<file path="src/rtl/ltf_pkg.sv">
// Shared constants and types for the LTF channel estimator.
// Bin k carries subcarrier k-32. LTF_NZ marks bins that carry a pilot
// symbol of the L sequence (subcarriers -26..-1 and +1..+26). LTF_NEG marks
// the bins whose L sequence value is -1.
package ltf_pkg;

  typedef enum logic [1:0] {
    ST_IDLE = 2'd0,
    ST_SYM1 = 2'd1,
    ST_SYM2 = 2'd2
  } ltf_state_e;

  localparam int unsigned LTF_BINS = 64;
  localparam logic [5:0]  LTF_LAST = 6'd63;

  // Bits 6..31 and 33..58 set: subcarriers -26..-1 and +1..+26.
  localparam logic [63:0] LTF_NZ  = 64'h07FF_FFFE_FFFF_FFC0;
  // Bins 8,9,12,14,21,22,25,27 and 34,35,38,40,42..46,49,50,52,54.
  localparam logic [63:0] LTF_NEG = 64'h0056_7D4C_0A60_5300;

endpackage

</file>
<file path="src/rtl/ltf_chan_est_if.sv">
// Streaming interface of the LTF channel estimator.
//   in_start  : one-cycle pulse arming capture of a new LTF pair
//   in_valid  : qualifies in_data
//   in_data   : FFT bin {I, Q}, two's complement
//   out_valid : qualifies out_data / out_idx
//   out_data  : channel estimate {I, Q}
//   out_idx   : bin index of out_data
//   out_done  : pulses with the estimate for bin 63
//   busy      : high while a pair is being captured
// master drives the FFT side, slave is the estimator.
interface ltf_chan_est_if #(
  parameter int DW = 16
);
  logic            in_start;
  logic            in_valid;
  logic [2*DW-1:0] in_data;
  logic            out_valid;
  logic [2*DW-1:0] out_data;
  logic [5:0]      out_idx;
  logic            out_done;
  logic            busy;

  modport master (
    output in_start, in_valid, in_data,
    input  out_valid, out_data, out_idx, out_done, busy
  );

  modport slave (
    input  in_start, in_valid, in_data,
    output out_valid, out_data, out_idx, out_done, busy
  );
endinterface

</file>
<file path="src/rtl/ltf_sym_buf.sv">
// 64-entry holding buffer for the first LTF symbol.
//   clk     : clock, writes on the rising edge
//   wr_en   : write strobe
//   wr_addr : write bin index
//   wr_data : bin value {I, Q}
//   rd_addr : read bin index
//   rd_data : asynchronous read data
// Contents are not reset; every entry is written before it is read.
module ltf_sym_buf
  import ltf_pkg::*;
#(
  parameter int DW = 16
) (
  input  logic            clk,
  input  logic            wr_en,
  input  logic [5:0]      wr_addr,
  input  logic [2*DW-1:0] wr_data,
  input  logic [5:0]      rd_addr,
  output logic [2*DW-1:0] rd_data
);

  logic [2*DW-1:0] mem_r [LTF_BINS];

  // Single write port.
  always_ff @(posedge clk) begin
    if (wr_en) begin
      mem_r[wr_addr] <= wr_data;
    end
  end

  assign rd_data = mem_r[rd_addr];

endmodule

</file>
<file path="src/rtl/ltf_chan_est.sv">
// LTF least-squares channel estimator.
// Captures the first long training symbol into a buffer, then averages each
// bin of the second symbol with the stored one and multiplies by the known
// L sequence value (+1, -1 or 0) to give a per-bin channel estimate.
//   clk  : clock, rising edge
//   rstn : asynchronous active-low reset
//   bus  : slave side of ltf_chan_est_if (in_start/in_valid/in_data in,
//          out_valid/out_data/out_idx/out_done/busy out)
module ltf_chan_est
  import ltf_pkg::*;
#(
  parameter int DW = 16
) (
  input  logic          clk,
  input  logic          rstn,
  ltf_chan_est_if.slave bus
);

  ltf_state_e      state_r, state_nxt_s;
  logic [5:0]      cnt_r, cnt_nxt_s;
  logic            wr_en_s;
  logic [5:0]      wr_addr_s;
  logic            sym2_take_s;
  logic            last_bin_s;
  logic [2*DW-1:0] rd_data_s;

  logic signed [DW:0]   sum_i_s, sum_q_s;
  logic        [DW-1:0] avg_i_s, avg_q_s;
  logic [2*DW-1:0]      est_s;

  logic            out_valid_r;
  logic [2*DW-1:0] out_data_r;
  logic [5:0]      out_idx_r;
  logic            out_done_r;
  logic            busy_r;

  // Negation with the most negative value clamped to the most positive.
  function automatic logic [DW-1:0] neg_sat(input logic [DW-1:0] v);
    logic [DW-1:0] res;
    if (v == {1'b1, {(DW-1){1'b0}}}) begin
      res = {1'b0, {(DW-1){1'b1}}};
    end else begin
      res = (~v) + {{(DW-1){1'b0}}, 1'b1};
    end
    return res;
  endfunction

  assign last_bin_s = (cnt_r == LTF_LAST);

  ltf_sym_buf #(.DW(DW)) u_buf (
    .clk     (clk),
    .wr_en   (wr_en_s),
    .wr_addr (wr_addr_s),
    .wr_data (bus.in_data),
    .rd_addr (cnt_r),
    .rd_data (rd_data_s)
  );

  // State and bin counter registers.
  always_ff @(posedge clk or negedge rstn) begin
    if (!rstn) begin
      state_r <= ST_IDLE;
      cnt_r   <= 6'd0;
    end else begin
      state_r <= state_nxt_s;
      cnt_r   <= cnt_nxt_s;
    end
  end

  // Next-state decode; in_start overrides everything.
  always_comb begin
    state_nxt_s = state_r;
    if (bus.in_start) begin
      state_nxt_s = ST_SYM1;
    end else if (bus.in_valid && last_bin_s) begin
      case (state_r)
        ST_SYM1: state_nxt_s = ST_SYM2;
        ST_SYM2: state_nxt_s = ST_IDLE;
        ST_IDLE: state_nxt_s = ST_IDLE;
        default: state_nxt_s = ST_IDLE;
      endcase
    end else begin
      state_nxt_s = state_r;
    end
  end

  // Per-state control: buffer write, SYM2 accept and counter advance.
  always_comb begin
    wr_en_s     = 1'b0;
    wr_addr_s   = cnt_r;
    sym2_take_s = 1'b0;
    cnt_nxt_s   = cnt_r;
    if (bus.in_start) begin
      // A bin arriving with the start pulse is bin 0 of the new SYM1.
      wr_en_s   = bus.in_valid;
      wr_addr_s = 6'd0;
      cnt_nxt_s = bus.in_valid ? 6'd1 : 6'd0;
    end else if (bus.in_valid) begin
      case (state_r)
        ST_SYM1: begin
          wr_en_s   = 1'b1;
          cnt_nxt_s = cnt_r + 6'd1;
        end
        ST_SYM2: begin
          sym2_take_s = 1'b1;
          cnt_nxt_s   = cnt_r + 6'd1;
        end
        ST_IDLE: cnt_nxt_s = cnt_r;
        default: cnt_nxt_s = cnt_r;
      endcase
    end else begin
      cnt_nxt_s = cnt_r;
    end
  end

  // One extra sign bit keeps the pair sum exact; the >>>1 result fits DW.
  assign sum_i_s = $signed({rd_data_s[2*DW-1], rd_data_s[2*DW-1:DW]})
                 + $signed({bus.in_data[2*DW-1], bus.in_data[2*DW-1:DW]});
  assign sum_q_s = $signed({rd_data_s[DW-1], rd_data_s[DW-1:0]})
                 + $signed({bus.in_data[DW-1], bus.in_data[DW-1:0]});
  assign avg_i_s = sum_i_s[DW:1];
  assign avg_q_s = sum_q_s[DW:1];

  // Apply the L sequence value of the current bin.
  always_comb begin
    est_s = '0;
    if (!LTF_NZ[cnt_r]) begin
      est_s = '0;
    end else if (LTF_NEG[cnt_r]) begin
      est_s = {neg_sat(avg_i_s), neg_sat(avg_q_s)};
    end else begin
      est_s = {avg_i_s, avg_q_s};
    end
  end

  // Registered outputs; only an accepted SYM2 bin produces out_valid.
  always_ff @(posedge clk or negedge rstn) begin
    if (!rstn) begin
      out_valid_r <= 1'b0;
      out_data_r  <= '0;
      out_idx_r   <= 6'd0;
      out_done_r  <= 1'b0;
      busy_r      <= 1'b0;
    end else begin
      out_valid_r <= sym2_take_s;
      out_done_r  <= sym2_take_s && last_bin_s;
      busy_r      <= (state_nxt_s != ST_IDLE);
      if (sym2_take_s) begin
        out_data_r <= est_s;
        out_idx_r  <= cnt_r;
      end
    end
  end

  assign bus.out_valid = out_valid_r;
  assign bus.out_data  = out_data_r;
  assign bus.out_idx   = out_idx_r;
  assign bus.out_done  = out_done_r;
  assign bus.busy      = busy_r;

endmodule

</file>
<file path="src/flat_wrapper.sv">
// flat-port wrapper written by rule: the top's interface ports become plain ports
module ltf_chan_est_flat import ltf_pkg::*;
#(
  parameter int DW = 16
)
  (clk, rstn, bus_in_start, bus_in_valid, bus_in_data, bus_out_valid, bus_out_data, bus_out_idx, bus_out_done, bus_busy);
  ltf_chan_est_if #(.DW(DW)) bus_i ();
  input  logic clk;
  input  logic rstn;
  input wire logic [$bits(bus_i.in_start)-1:0] bus_in_start;
  input wire logic [$bits(bus_i.in_valid)-1:0] bus_in_valid;
  input wire logic [$bits(bus_i.in_data)-1:0] bus_in_data;
  output wire logic [$bits(bus_i.out_valid)-1:0] bus_out_valid;
  output wire logic [$bits(bus_i.out_data)-1:0] bus_out_data;
  output wire logic [$bits(bus_i.out_idx)-1:0] bus_out_idx;
  output wire logic [$bits(bus_i.out_done)-1:0] bus_out_done;
  output wire logic [$bits(bus_i.busy)-1:0] bus_busy;
  assign bus_i.in_start = bus_in_start;
  assign bus_i.in_valid = bus_in_valid;
  assign bus_i.in_data = bus_in_data;
  assign bus_out_valid = bus_i.out_valid;
  assign bus_out_data = bus_i.out_data;
  assign bus_out_idx = bus_i.out_idx;
  assign bus_out_done = bus_i.out_done;
  assign bus_busy = bus_i.busy;
  ltf_chan_est #(.DW(DW)) u_core (.clk(clk), .rstn(rstn), .bus(bus_i));
endmodule
</file>
<file path="config.mk">
export PLATFORM = sky130hd
export DESIGN_NAME = ltf_chan_est_flat
export DESIGN_NICKNAME = d
export VERILOG_FILES = /design/src/rtl/ltf_pkg.sv /design/src/rtl/ltf_chan_est_if.sv /design/src/rtl/ltf_sym_buf.sv /design/src/rtl/ltf_chan_est.sv /design/src/flat_wrapper.sv
export SDC_FILE = /design/constraint.sdc
export NUM_CORES = 2
export LEC_CHECK = 0
export BUFFER_PORTS_ARGS = -buffer_cell sky130_fd_sc_hd__buf_2
export CELL_PAD_IN_SITES_DETAIL_PLACEMENT = 0
export CELL_PAD_IN_SITES_GLOBAL_PLACEMENT = 1
export CORE_AREA = 2 2 407 409
export DETAILED_ROUTE_END_ITERATION = 6
export DIE_AREA = 0 0 409 411
export GPL_TIMING_DRIVEN = 1
export HOLD_SLACK_MARGIN = 0.12
export PLACE_DENSITY = 0.72
export REMOVE_ABC_BUFFERS = 1
export SYNTH_ARGS = -nofsm -noshare
export SYNTH_HDL_FRONTEND = slang
export SYNTH_SLANG_ARGS = --single-unit
</file>
<file path="constraint.sdc">
create_clock -name clk -period 5.8 [get_ports clk]
set_clock_uncertainty 0.15 [all_clocks]
set_input_delay 1.16 -clock clk [delete_from_list [all_inputs] [get_ports clk]]
set_output_delay 1.16 -clock clk [all_outputs]
set_load 0.01 [all_outputs]
</file>
======== Word level (Yosys, flattened, before mapping) ========
Memory sizes are Yosys's and may differ from the RTL's.
Index checks and enable logic that the tools add are counted.
word-level totals
  register bits ........................... 49
  bits in writable memories ............... 2048
  bits in read-only memories .............. 128
  input port bits ......................... 36
  output and inout bits ................... 41
  word-level logic and storage cells ...... 52
  memories ................................ 3
operators by class
  add/sub/neg operators ................... 5
  $lt $le $gt $ge ......................... 1
  equality and inequality tests ........... 5
  mux-type cells .......................... 22
  bitwise gates (word level) .............. 2
  reduce and logical (&&, ||, !) cells .... 7
memory list
  name                words  width  rd ports  clocked after Yosys merged registers in  write ports  RTL line             RTL
  u_core.u_buf.mem_r  64     32     1         0                                        1            ltf_sym_buf.sv:22    logic [2*DW-1:0] mem_r [LTF_BINS];
  (no name shown)     64     1      1         0                                        0            ltf_chan_est.sv:127  if (!LTF_NZ[cnt_r]) begin
  (no name shown)     64     1      1         0                                        0            ltf_chan_est.sv:129  end else if (LTF_NEG[cnt_r]) begin
operators by type and width
  operator               count
  $mux 32                2
  $add 16x16->17         2
  $add 16x1->16 const B  2
  $eq 16x16->1 const B   2
  $mux 16                2
  $not 16->16            2
  $mux 6                 4
  $mux 1                 11
  $lt 6x7->1 const B     1
  $add 6x1->6 const B    1
  $eq 6x6->1 const B     1
  $mux 2                 3
  $reduce_bool 2->1      3
  $eq 2x1->1 const B     1
  $eq 2x2->1 const B     1
  $logic_and 1x1->1      2
  $reduce_and 2->1       1
  $reduce_or 2->1        1

======== Logic depth before layout (Yosys ltp) ========
An unclocked memory read counts as a cell.
  depth after elaboration ................. 7
  mapped depth ............................ 25
  depth with buffers taken out ............ 17

======== Modules after synthesis ========
A second synthesis with hierarchy kept.
unflattened totals
  cell total of the unflattened synthesis .. 3931
  area, all modules ....................... 82840.7 µm²
by module, submodules not included
  module        times used  cells an instance  area each (µm²)  seq. area each (µm²)
  ltf_sym_buf   1           3292               77874.7          61499.0
  ltf_chan_est  1           639                4966.0           1226.2

======== Worst setup path before layout ========
No wires, ideal clock.
  kind .................................... register -> register
  start ................................... reg u_core.cnt_r[0]
  end ..................................... reg u_core.out_data_r[31] (netlist: u_core.bus.out_data[31])
  setup time .............................. 0.136 ns
  arrival time ............................ 5.976 ns
  setup slack ............................. -0.463 ns
  stages on the path, launching flop included .. 23
  path buffers ............................ 6
  clock period less this slack ............ 6.263 ns
  cell sequence ........................... dfrtp_1 > buf_6 > buf_12 > buf_2 > clkbuf_1 > buf_1 > buf_1 > mux4_2 > mux2i_1 > o22ai_1 > nor3_1 > a31oi_1 > ha_1 > a21oi_1 > o21ai_0 > a21oi_1 > xor2_1 > nand2_1 > a211o_1 > or4b_4 > nor4b_1 > o31a_1 > o41ai_2
on the way
  cells in the longest elaborated chain, start to end .. 7
  elaborated cells between the ends (all ways) .. 12
  those cells by class .................... add/sub (2); eq/ne (1); mux (5); bitwise (1); memory (3)
RTL lines
  what                    RTL line             RTL
  start, declared         ltf_chan_est.sv:20   logic [5:0] cnt_r, cnt_nxt_s;
  start signal, assigned  ltf_chan_est.sv:66   cnt_r <= cnt_nxt_s;
  $mem_v2 64x32           n/a
  $add 16x16->17          ltf_chan_est.sv:118  + $signed({bus.in_data[2*DW-1], bus.in_data[2*DW-1:DW]});
  $not 16->16             ltf_chan_est.sv:43   res = (~v) + {{(DW-1){1'b0}}, 1'b1};
  $add 16x1->16           ltf_chan_est.sv:43
  $mux 16                 ltf_chan_est.sv:40   if (v == {1'b1, {(DW-1){1'b0}}}) begin
  $mux 32                 ltf_chan_est.sv:129
  $mux 32 (*)             ltf_chan_est.sv:127
  end signal, assigned    ltf_chan_est.sv:149  out_data_r <= est_s;
  end, declared           ltf_chan_est.sv:32   logic [2*DW-1:0] out_data_r;
Mark *: on every way between the ends. The rest lies on a longest branch, timed or not. The select of a mux whose other input is x is not followed.
A chain may end at the register's enable or synchronous reset.

======== Worst setup path after layout ========
Ends and elaborated chain as after synthesis.

==> impl_metrics.env <==
export IMPL_drive_gt1_frac=0.3226
export IMPL_ant_nets=0
export IMPL_cts_htree_levels=4
export IMPL_first_iter_violations=5572
export IMPL_reg2reg_from="u_core.cnt_r[0]$_DFFE_PN0P_"
export IMPL_setup_viol=0
export IMPL_max_vdd_ir_drop_mv=0.2623
export IMPL_via_per_inst=6.428
export IMPL_die_w_um=409
export IMPL_port_buffers=76
export IMPL_yosysTopAreaCellShare=0.7406
export IMPL_critPathMostFrequentCell="buf_4"
export IMPL_fmax_mhz=176.6
export IMPL_netlist_area_um2=83040
export IMPL_gp_congestion=0.9178
export IMPL_numClockSinks=2097
export IMPL_critPathLaunch="u_core.cnt_r[0]$_DFFE_PN0P_"
export IMPL_synth_edf_count=2048
export IMPL_slew_headroom=0.1989
export IMPL_grt_pass1_vias=42850
export IMPL_tritoncts="yes"
export IMPL_slew_viol_final=0
export IMPL_clk_pin_slew_ns=0.06
export IMPL_synthCells=3915
export IMPL_synthDistinctLibCells=83
export IMPL_antenna_found_initial=5
export IMPL_final_cells=6829
export IMPL_synth_xor_area_share=0.004716
export IMPL_cap_violations=0
export IMPL_synth_top_cells_by_area="edfxtp_1 (74%), mux4_2 (14%), mux2i_1 (2.4%)"
export IMPL_place_area_um2=90140
export IMPL_nets=4549
export IMPL_final_core_util=0.5916
export IMPL_worstSetupPathType="reg2reg"
export IMPL_num_io_pins=77
export IMPL_cts_buffers=202
export IMPL_synthArstFlopShare=0.02337
export IMPL_synth_compound_area_frac=0.03127
export IMPL_die_area_um2=168100
export IMPL_hold_slack_ns=0.2842
export IMPL_row_count=149
export IMPL_worst_pin_slew_ns=1.199
export IMPL_overflow=0
export IMPL_design_area_um2=96950
export IMPL_hpwl_mm=141.7
export IMPL_hold_path_class="in2async"
export IMPL_post_route_min_period_ns=5.664
export IMPL_finalCritPeriodShare=0.9765
export IMPL_grt_pass1_wl_mm=329.2
export IMPL_hold_violations=0
export IMPL_slowest_delay_ns=0.51
export IMPL_synth_seq_cells=2097
export IMPL_yosys_area_share_simple=0.02233
export IMPL_critPathSlowestCell="mux4_2"
export IMPL_synthFlopType="edfxtp_1"
export IMPL_crit_arrival_ns=6.20
export IMPL_clockBufferDepth=3
export IMPL_worstPathRequired_ns=6.34
export IMPL_power_density_nw_per_um2=342.2
export IMPL_syn_avg_cell_area_um2=21.21
export IMPL_worst_path_buf_inv=5
export IMPL_grt_total_usage=0.2810
export IMPL_critical_path_top_delay_family="compound AO/OA/AOI/OAI gates"
export IMPL_synth_top_family_by_area="multiplexers"
export IMPL_path_max_fanout=14
export IMPL_die_h_um=411
export IMPL_cp_cell_sequence="buf_12 -> buf_16 -> buf_4 -> buf_4 -> mux4_2 -> mux4_2 -> a21oi_1 -> nor2_1 -> ha_1 -> a2111o_1 -> a211oi_1 -> nor2_2 -> a31o_2 -> xor2_1 -> nor4_1 -> nor4b_2 -> buf_4 -> o31a_1 -> o41ai_2"
export IMPL_ys_seq_area_frac=0.7554
export IMPL_yosys_area_top_type="edfxtp_1"
export IMPL_coreArea_um2=163900
export IMPL_area_growth_syn_to_layout_pct=16.75
export IMPL_cts_root_buffer="clkbuf_16"
export IMPL_synth_mux_area_fraction=0.1691
export IMPL_synth_fa_ha_area_frac=0.006358
export IMPL_start_util=0.5067
export IMPL_grt_max_degree=66
export IMPL_p_leak_uw=0.03204
export IMPL_first_pass_iters=5
export IMPL_drcViolationCount=0
export IMPL_vias=43900
export IMPL_wl_per_cell_um=34.61
export IMPL_finalWirelength_mm=236.4
export IMPL_yosysWarningCount=0
export IMPL_clk_latency_ns=0.85
export IMPL_end_kind="register"
export IMPL_dp_cells=6440
export IMPL_status="finished, final reports clean"
export IMPL_cp_start_kind="register"
-- state kept, by name, summed over array words and instances (netlist names) --
| signal | cells |
|---|---|
| u_core.cnt_r | 6 |
| u_core.bus.out_idx | 6 |
| u_core.bus.out_valid | 1 |
| u_core.u_buf.mem_r | 2048 |
| u_core.state_r | 2 |
| u_core.bus.out_done | 1 |
| u_core.bus.out_data | 32 |
| u_core.bus.busy | 1 |
-- final timing paths --
check	to	slack (ns)	cells past startpoint
min in group clk	u_core.bus.out_data[3]$_DFFE_PN0P_	0.32	1
max reg2reg	u_core.bus.out_data[31]$_DFFE_PN0P_	0.14	19
max in group asynchronous	u_core.cnt_r[1]$_DFFE_PN0P_	4.69	2
min reg2reg	u_core.bus.out_data[3]$_DFFE_PN0P_	0.32	1
min	u_core.bus.out_data[26]$_DFFE_PN0P_	0.28	2
max	u_core.bus.out_data[31]$_DFFE_PN0P_	0.14	19
-- power breakdown --
part           internal [uW]  switching [uW]
Clock                   7180            5610
Combinational           1700            2000
Sequential             16700            17.7
-- worst reg2reg max path: cells and delay by family, from the launching register on --
| kind | cells | cell delay (ns) |
|---|---|---|
| buffers and inverters | 5 | 1.07 |
| adders and majority gates | 1 | 0.35 |
| and+or+nand+nor | 4 | 0.91 |
| DFF | 1 | 0.42 |
| AOI/OAI and AO/OA | 6 | 1.45 |
| muxes | 2 | 0.97 |
| xor gates and xnor gates | 1 | 0.18 |
-- cell families (layout without fill, tap and decap cells) --
| group | count (synthesis) | after routing |
|---|---|---|
| flops | 2097 | 2097 |
| mux | 733 | 733 |
| simple gates | 397 | 397 |
| compound gates | 379 | 379 |
| buf+inv | 225 | 948 |
| xor+xnor | 43 | 43 |
| fa+ha+maj | 41 | 41 |
| other cells | 0 | 2 |
-- layout make-up --
cell class              count  area [um^2]
fillers                 11560        66920
flip-flops and latches   2097        62740
multi-input cells        1593        20020
clock buffers             251         5364
repair buffers            557         4927
well taps                2189         2739
clock inverters           119         1056
inverters                  21        91.34
diodes                      2        5.005
-- routing by layer --
layer,vias to the layer above,global-route usage,share of wire
li1,17630,-,-
met1,23560,0.4029,0.40
met2,2382,0.4464,0.48
met3,330,0.05100,0.090
met4,2,0.08245,0.030
met5,-,0,0.000085
-- Yosys cell counts (10+ instances only) --
cell,n
edfxtp_1,2048
mux4_2,528
mux2i_1,199
nand2_1,127
nor2_1,120
clkbuf_1,118
a21oi_1,89
o22ai_1,77
buf_1,67
dfrtp_1,49
nor3_1,41
o21ai_0,41
ha_1,39
xnor2_1,28
a31oi_1,27
a21o_1,26
nand3_1,21
inv_1,17
buf_2,13
xor2_1,13
and3_1,11
or3_1,11
a22oi_1,10
nor2b_1,10
o211ai_1,10
o21a_1,10
o221ai_1,10
-- cells in the final DEF (no fill, tap or decap), drive strengths merged, types with 13 or more instances in the layout --
cell / instances
o22ai: 77
mux4: 534
clkbuf: 255
buf: 553
bufinv: 14
nand2: 127
mux2i: 199
a21oi: 89
nor3: 44
nor2: 120
nand3: 21
a31oi: 30
a21o: 26
ha: 39
xor2: 13
edfxtp: 2048
dfrtp: 49
xnor2: 30
o21ai: 47
inv: 24
clkinv: 95
-- per-stage QoR --
| stage | total power, uW | setup slack, ns | TNS [ns] |
|---|---|---|---|
| after floorplan | 19950 | -19.35 | - |
| after global placement | 20580 | 0.04785 | 0 |
| after detailed placement | 20600 | -0.04899 | -0.04899 |
| after CTS | 33230 | 0.06070 | 0 |
| after global routing | 34100 | -0.01236 | -0.02458 |
| final | 33170 | 0.1363 | 0 |
-- repair_timing --
action,CTS,global route
hold buffers,0,0
endpoints found under the setup margin,4,32
gates resized for setup,2,29
setup buffers,2,12
gates cloned,0,3
pin swaps,0,2
Power figures use the tool's default switching activity.
